**config.mk**
```make
export PLATFORM = sky130hd
export DESIGN_NAME = baseline_sub
export DESIGN_NICKNAME = d
export VERILOG_FILES = /design/src/rtl/baseline_sub.sv
export SDC_FILE = /design/constraint.sdc
export NUM_CORES = 1
export LEC_CHECK = 0
export ABC_AREA = 1
export BUFFER_PORTS_ARGS = -buffer_cell sky130_fd_sc_hd__buf_2
export CORE_ASPECT_RATIO = 0.75
export CORE_MARGIN = 5
export CORE_UTILIZATION = 64
export CTS_CLUSTER_SIZE = 25
export DETAILED_ROUTE_END_ITERATION = 8
export GPL_ROUTABILITY_DRIVEN = 0
export PLACE_DENSITY_LB_ADDON = 0.1
export SYNTH_ARGS = -nofsm -noshare
export SYNTH_HDL_FRONTEND = slang
export SYNTH_SLANG_ARGS = --single-unit
```
**constraint.sdc**
```tcl
create_clock -name clk -period 5.4 [get_ports clk]
set_clock_uncertainty 0.15 [all_clocks]
set_input_delay 0.27 -clock clk [delete_from_list [all_inputs] [get_ports clk]]
set_output_delay 0.27 -clock clk [all_outputs]
set_load 0.005 [all_outputs]
```
**src/rtl/baseline_sub.sv**
```systemverilog
// Baseline subtraction for a 32-entry RAM sweep: the first NBASE samples set the
// baseline (truncated mean), the remaining samples are emitted as sample - baseline.
module baseline_sub #(
  parameter int DW    = 12,
  parameter int NBASE = 8
) (
  input  logic          clk,
  input  logic          rst,
  input  logic          rd_en,
  input  logic [4:0]    addr,
  input  logic [DW-1:0] ram_q,
  output logic [DW:0]   dout,
  output logic          dout_valid,
  output logic [4:0]    dout_idx,
  output logic          busy,
  output logic          done,
  output logic          abort
);

  localparam int SH = $clog2(NBASE);
  localparam int AW = DW + SH;
  localparam logic [4:0] BASE_LAST = 5'(NBASE - 1);
  localparam logic [4:0] LAST_IDX  = 5'd31;

  typedef enum logic [1:0] {
    IDLE    = 2'd0,
    ACCUM   = 2'd1,
    CORRECT = 2'd2
  } state_t;

  state_t        state;
  logic          d_en;
  logic          d_en_q;
  logic [4:0]    d_addr;
  logic [4:0]    d_addr_q;
  logic [AW-1:0] acc;
  logic [DW-1:0] baseline;

  logic [4:0]    next_addr;
  logic          seq_ok;
  logic          start;
  logic [AW-1:0] acc_sum;
  logic [DW:0]   diff;

  // A sweep continues only while d_en stays high and addresses step by exactly one.
  assign next_addr = d_addr_q + 5'd1;
  assign seq_ok    = d_en && (d_addr == next_addr);
  assign start     = d_en && !d_en_q && (d_addr == 5'd0);
  assign acc_sum   = acc + {{SH{1'b0}}, ram_q};
  assign diff      = {1'b0, ram_q} - {1'b0, baseline};
  assign busy      = (state != IDLE);

  always_ff @(posedge clk or posedge rst) begin
    if (rst) begin
      state      <= IDLE;
      d_en       <= 1'b0;
      d_en_q     <= 1'b0;
      d_addr     <= '0;
      d_addr_q   <= '0;
      acc        <= '0;
      baseline   <= '0;
      dout       <= '0;
      dout_idx   <= '0;
      dout_valid <= 1'b0;
      done       <= 1'b0;
      abort      <= 1'b0;
    end else begin
      d_en       <= rd_en;
      d_addr     <= addr;
      d_en_q     <= d_en;
      d_addr_q   <= d_addr;
      dout_valid <= 1'b0;
      done       <= 1'b0;
      abort      <= 1'b0;
      case (state)
        IDLE: begin
          if (start) begin
            acc   <= {{SH{1'b0}}, ram_q};
            state <= ACCUM;
          end
        end
        ACCUM: begin
          if (!seq_ok) begin
            abort <= 1'b1;
            acc   <= '0;
            state <= IDLE;
          end else begin
            acc <= acc_sum;
            if (d_addr == BASE_LAST) begin
              baseline <= acc_sum[AW-1:SH];
              state    <= CORRECT;
            end
          end
        end
        CORRECT: begin
          if (!seq_ok) begin
            abort <= 1'b1;
            acc   <= '0;
            state <= IDLE;
          end else begin
            dout       <= diff;
            dout_idx   <= d_addr;
            dout_valid <= 1'b1;
            // Returning to IDLE with d_en still high blocks a wrap-around restart.
            if (d_addr == LAST_IDX) begin
              done  <= 1'b1;
              acc   <= '0;
              state <= IDLE;
            end
          end
        end
        default: state <= IDLE;
      endcase
    end
  end

endmodule

```
==> results of run 1 <==
==> metrics by stage <==
stage / instances / setup WS (ns) / power [mW] / utilization / cell area (um^2)
global placement: 675 / 3.14 / 1.25 / 0.689 / 4330
floorplan: 565 / 3.44 / 1.12 / - / 4120
detailed placement: 675 / 3.03 / 1.27 / 0.689 / 4330
global route: 697 / 2.79 / 1.87 / 0.732 / 4600
CTS: 697 / 3.00 / 1.73 / 0.732 / 4600
finish: 697 / 2.96 / 1.74 / 0.732 / 4600
==> Yosys cell counts, drive strengths merged <==
master,number,area [um^2]
buf,9,73.8
a21oi,17,85.1
dfrtp,62,1550
or2,1,6.26
o31a,1,8.76
o21a,2,15.0
a31oi,1,6.26
nand3,44,245
xnor2,6,52.6
nor2,32,146
inv,89,334
ha,28,350
nand2,207,792
nor3,5,36.3
nand3b,3,22.5
clkbuf,4,35.0
xor2,8,70.1
nand4,14,103
fa,2,40.0
o21ai,30,150
==> worst register-to-register path, stage by stage, from the launching register on <==
cell	delay, ns
dfrtp_1	0.41
ha_1	0.32
inv_1	0.05
nand2_1	0.06
nand3_1	0.08
nor2_1	0.11
nand2_2	0.10
nor2_8	0.25
nand3_4	0.25
nand2_2	0.29
inv_2	0.12
nand2_1	0.09
nand2_1	0.06
==> kinds of logic (layout without fill, tap and decap cells) <==
group / Yosys count / in the layout / share of synthesized area
AND/OR/NAND/NOR: 306 / 306 / 0.328
buffers and inverters: 102 / 153 / 0.107
flip-flops: 62 / 62 / 0.376
AO/OA/AOI/OAI: 51 / 51 / 0.0643
adder cells (fa/ha/maj): 30 / 30 / 0.0947
XOR/XNOR: 14 / 14 / 0.0297
==> repair_timing <==
action                     in CTS  in global routing
buffers inserted                0                  0
hold endpoints to repair        6                  0
setup endpoints to repair       0                  0
hold buffers                    6                  0
==> power groups by stage <==
stage / Combinational (mW) / Clock [mW] / Sequential [mW]
2_1_floorplan: 0.565 / 0 / 0.555
3_3_place_gp: 0.686 / 0 / 0.561
3_5_place_dp: 0.701 / 0 / 0.565
4_1_cts: 0.712 / 0.461 / 0.557
5_1_grt: 0.825 / 0.485 / 0.563
6_report: 0.725 / 0.456 / 0.557
==> state kept, by name (all words and copies together) (netlist names) <==
name / flops
state: 2
acc: 15
d_en: 1
baseline: 12
d_addr: 5
d_addr_q: 5
abort: 1
dout_valid: 1
done: 1
d_en_q: 1
dout: 13
dout_idx: 5
==> worst paths after layout <==
path	start	endpoint	slack (ns)	depth (start not counted)
worst max-delay path	d_addr_q[0]	acc[4]	2.96	12
worst min-delay path	rst	abort	-0.01	3
worst max register to register	d_addr_q[0]	acc[4]	2.96	12
worst min register to register	d_addr[2]	d_addr_q[2]	0.26	0
max in group asynchronous	rst	dout[4]	4.58	3
min in group clk	ram_q[0]	acc[0]	0.13	5
==> metal layers <==
metal,GRT usage,share of wire,vias to the layer above
met3,0.0690,0.077,25
met5,0,0,-
met4,0.0747,0.020,0
met2,0.424,0.47,142
li1,-,-,1862
met1,0.349,0.44,1749
==> cell type report <==
| type | instances | share of cell area |
|---|---|---|
| clock buffers | 12 | 0.0315 |
| clock inverters | 4 | 0.0152 |
| inverters | 89 | 0.0726 |
| multi-input cells | 401 | 0.462 |
| flip-flops and latches | 62 | 0.337 |
| well taps | 81 | 0.0220 |
| repair buffers | 48 | 0.0592 |
==> impl_metrics.py, run 1 <==
metrics = {
    "run": {
        "timing.max_cap.violations": 0,
    },
    "pwr": {
        "swShare": 0.408,
        "power_frac_clock": 0.262,
        "pwr-share-seq": 0.321,
        "cellPowerDensity_mw_per_mm2": 377,
        "max-vdd-ir-drop_v": 0.000250,
        "switchingPower_mw": 0.709,
        "p_leak_nw": 2.66,
        "power_frac_comb": 0.417,
        "cell_internal_pwr_mw": 1.03,
    },
    "global_route": {
        "track_usage": 0.263,
        "first_global_vias": 3716,
        "grt_start_max_net_pins": 63,
        "grt_pass1_wl_um": 16900,
        "grt_antenna_before_repair": 0,
        "grt-ovfl-total": 0,
    },
    "sta": {
        "timing_max_transition_violations_final": 0,
        "timing.final.hold_violations": 9,
        "final_critical_path_time_including_i_o_delays_and_setup_ns": 2.44,
        "slew_headroom": 0.474,
        "final.setup.tns_ns": 0,
        "timing.final.setup_violations": 0,
        "fin_hold_ws_ns": -0.0115,
        "rsz0062_at_grt": "no",
        "max_slew.worst_pin.slew_ns": 0.789,
        "period_share": 0.452,
        "maxClockFrequency_mhz": 410,
    },
    "setup_path": {
        "critical_path.slowest_cell": "dfrtp_1",
        "critPathCaptureType": "flip-flop",
        "critPathMaxStageDelay_ns": 0.41,
        "worst_ep_arrival_time_ns": 2.52,
        "path_cells": "ha_1, inv_1, nand2_1, nand3_1, nor2_1, nand2_2, nor2_8, nand3_4, nand2_2, inv_2, nand2_1, nand2_1",
        "critical_path.n_buffers_inverters": 2,
        "worstPathMaxFanout": 15,
        "setup.worst_path.start_class": "flip-flop",
        "timing.critical_path.max_delay_family": "simple AND/OR/NAND/NOR gates",
        "critical_path.most_common_cell": "nand2_1",
        "worstSetupPathType": "reg -> reg",
        "cp_data_required_time_ns": 5.48,
    },
    "layout": {
        "finish.net_count": 661,
        "multiInputGateArea_mm2": 0.00213,
        "antenna-diode-count": 0,
        "area.sequential_mm2": 0.00155,
        "synthToLayoutAreaGrowth_pct": 11.7,
        "most_used_cells_in_the_layout_excluding_fill_and_tap_cells": "201 x nand2_1, 83 x inv_1, 62 x dfrtp_1, 42 x nand3_1, 41 x buf_2",
        "final_common_cell": "nand2_1",
        "fillers": 493,
        "share_of_layout_cells_above_drive_strength_1": 0.123,
    },
    "detailed_routing": {
        "drt-wirelength-per-cell_um": 14.0,
        "vias": 3778,
        "ant_nets": 0,
        "drt-initial-drc-count": 281,
        "routed_wirelength_um": 9740,
        "drt_first_pass_iters": 5,
        "post-route-drc-count": 0,
        "detail_route.vias_per_cell": 5.42,
    },
    "die": {
        "floorplan.initialDensity": 0.656,
        "placement_rows": 25,
        "die_area_mm2": 0.00817,
        "die_w_um": 103,
        "core_area_mm2": 0.00629,
        "die_height_um": 79.5,
        "io-pin-count": 42,
    },
    "placement": {
        "hpwlAfterDp_um": 7220,
        "portBuffers": 41,
    },
    "clocking": {
        "tritoncts.num_buffers": 9,
        "cts-root-to-sink-buffers": 2,
        "clock-root-buffer": "clkbuf_8",
        "cts_tree": "done",
        "clock_slew_at_the_register_clock_pins_of_the_worst_setup_and_hold_paths_ns": 0.07,
        "cts.sinks": 62,
        "cts.repair.resized": 0,
        "ctsHtreeMaxLevel": 3,
        "clock_latency_ns": 0.34,
    },
    "synth": {
        "synth_warnings": 0,
        "synth.cell_area_mm2": 0.00412,
        "synth_cells": 565,
        "post_synth_num_cell_types": 33,
        "synth_seq_area_share": 0.376,
        "synthesized_nets": 615,
        "syn_area_per_cell_um2": 7.30,
        "synth.ff_latch_count": 62,
    },
    "worst_hold_path": {
        "holdCritPathClass": "in -> async",
    },
    "status": {
        "failed_checks": "hold timing",
        "outcome": "finished, violations left",
    },
}
Power figures use the tool's default switching activity.
==> inputs of run 2 (changes only) <==
--- a/config.mk
+++ b/config.mk
@@ -9,7 +9,7 @@
 export BUFFER_PORTS_ARGS = -buffer_cell sky130_fd_sc_hd__buf_2
 export CORE_ASPECT_RATIO = 0.75
 export CORE_MARGIN = 5
-export CORE_UTILIZATION = 64
+export CORE_UTILIZATION = 60
 export CTS_CLUSTER_SIZE = 25
 export DETAILED_ROUTE_END_ITERATION = 8
 export GPL_ROUTABILITY_DRIVEN = 0
==> constraint.sdc (replaced) <==
create_clock -name clk -period 2.37 [get_ports clk]
set_clock_uncertainty 0.15 [all_clocks]
set_input_delay 0.1185 -clock clk [delete_from_list [all_inputs] [get_ports clk]]
set_output_delay 0.1185 -clock clk [all_outputs]
set_load 0.005 [all_outputs]
==> impl_metrics.py, run 2 (synthesized netlist as in run 1, its figures left out) <==
metrics = {
    "layout": {
        "largest_register": "acc",
        "reg.largest.list": "acc: 15 flops, dout: 13 flops, baseline: 12 flops",
        "finish.net_count": 669,
        "final_common_cell": "nand2_1",
        "synthToLayoutAreaGrowth_pct": 14.2,
        "fillers": 565,
        "antenna-diode-count": 0,
        "most_used_cells_in_the_layout_excluding_fill_and_tap_cells": "199 x nand2_1, 82 x inv_1, 62 x dfrtp_1, 41 x nand3_1, 41 x buf_2",
        "largest_register_ffs": 15,
        "final_standard_cell_utilization_of_the_core": 0.699,
        "post-route-cell-area_mm2": 0.00471,
        "share_of_layout_cells_above_drive_strength_1": 0.139,
    },
    "pwr": {
        "p_leak_nw": 2.70,
        "design_power_total_mw": 3.92,
        "max-vdd-ir-drop_v": 0.000616,
        "cellPowerDensity_mw_per_mm2": 833,
    },
    "sta": {
        "max_slew.worst_pin.slew_ns": 0.439,
        "period_share": 0.958,
        "timing.final.setup_violations": 0,
        "maxClockFrequency_mhz": 440,
        "timing.final.hold_violations": 0,
        "fin_hold_ws_ns": 0.0257,
        "final.setup.tns_ns": 0,
        "slew_headroom": 0.707,
        "final_critical_path_time_including_i_o_delays_and_setup_ns": 2.27,
        "timing_max_transition_violations_final": 0,
    },
    "die": {
        "die_area_mm2": 0.00865,
        "die_w_um": 106,
        "placement_rows": 26,
        "io-pin-count": 42,
        "core_area_mm2": 0.00673,
        "die_height_um": 81.8,
        "floorplan.initialDensity": 0.612,
    },
    "detailed_routing": {
        "post-route-drc-count": 0,
        "drt-initial-drc-count": 197,
        "vias": 3715,
        "ant_nets": 0,
        "drt_first_pass_iters": 5,
        "detail_route.vias_per_cell": 5.25,
        "routed_wirelength_um": 9320,
        "drt-wirelength-per-cell_um": 13.2,
    },
    "global_route": {
        "grt_pass1_wl_um": 16500,
        "grt_antenna_before_repair": 0,
        "first_global_vias": 3652,
        "grt_start_max_net_pins": 63,
        "track_usage": 0.238,
        "grt-ovfl-total": 0,
    },
    "clocking": {
        "clock_slew_at_the_register_clock_pins_of_the_worst_setup_and_hold_paths_ns": 0.07,
        "cts-root-to-sink-buffers": 2,
        "cts_tree": "done",
        "tritoncts.num_buffers": 9,
        "cts.sinks": 62,
        "clock_latency_ns": 0.34,
        "ctsHtreeMaxLevel": 3,
        "clock-root-buffer": "clkbuf_8",
    },
    "setup_path": {
        "critPathCaptureType": "flip-flop",
        "setup.worst_path.start_class": "input port",
        "cp_data_required_time_ns": 2.45,
        "worstSetupPathType": "in -> reg",
        "worst_ep_arrival_time_ns": 2.35,
        "worstPathMaxFanout": 4,
    },
    "worst_hold_path": {
        "holdCritPathClass": "in -> reg",
    },
    "placement": {
        "dpl_cell_area_mm2": 0.00437,
        "portBuffers": 41,
        "hpwlAfterDp_um": 7030,
    },
    "run": {
        "timing.max_cap.violations": 0,
    },
    "status": {
        "outcome": "finished clean",
    },
}
run 2: cell types whose count changed in the layout (fill, tap and decap cells not counted), sizes merged:
cell / delta
buf: +4
dlygate4sd3: +4
clkinvlp: +2
bufinv: -1
clkbuf: -1
run 2: worst max-delay path: stages:
cell and delay (ns):
dlygate4sd3_1 0.52, buf_2 0.13, ha_2 0.23, inv_1 0.07, fa_1 0.41, inv_2 0.09, nand3_1 0.09, nand2_2 0.12
nand2_1 0.06, nand2_1 0.08, xor2_1 0.18, nor2_1 0.07, nor2_1 0.13, nor2_1 0.06
run 2: what timing repair did:
| action | CTS | global route |
|---|---|---|
| setup endpoints to repair | 0 | 16 |
| hold buffers | 10 | 0 |
| hold endpoints to repair | 71 | 0 |
| gates resized for setup | 0 | 9 |
| buffers inserted | 0 | 1 |
run 2: cell type report:
cell class | count | area, um^2 | share of cell area
clock buffer | 11 | 141 | 0.0300
multi-input combinational | 401 | 2160 | 0.459
sequential | 62 | 1550 | 0.330
timing repair buffer | 56 | 355 | 0.0755
tap | 84 | 105 | 0.0223
inverter | 89 | 337 | 0.0715
clock inverter | 5 | 58.8 | 0.0125
run 2: where the power goes:
group | total, mW | leakage, nW | switching (mW) | internal [mW]
Clock | 0.939 | 0.0955 | 0.425 | 0.514
Sequential | 1.27 | 0.685 | 0.0835 | 1.19
Combinational | 1.71 | 1.92 | 1.11 | 0.602
run 2: through the flow:
stage          instances  setup slack (ns)
2_1_floorplan        565             0.421
3_3_place_gp         681             0.226
3_5_place_dp         681             0.180
4_1_cts              707            0.0945
5_1_grt              708          -0.00846
6_report             708            0.0991
run 2: worst paths after layout:
kind	startpoint	endpoint	slack, ns	depth (start not counted)
max in group asynchronous	rst	dout[11]	1.56	4
hold / removal	ram_q[10]	acc[10]	0.03	5
setup / recovery	ram_q[0]	acc[8]	0.1	14
hold reg to reg	d_addr[2]	d_addr_q[2]	0.25	0
setup reg to reg	acc[0]	acc[8]	0.17	12
min in group asynchronous	rst	acc[2]	0.23	4
run 2: per-layer routing:
layer	global-route usage	up-vias	wire, um
li1	-	1871	-
met1	0.305	1706	4130
met2	0.416	127	4430
met3	0.0503	11	650
met4	0.0608	0	99
met5	0	-	0
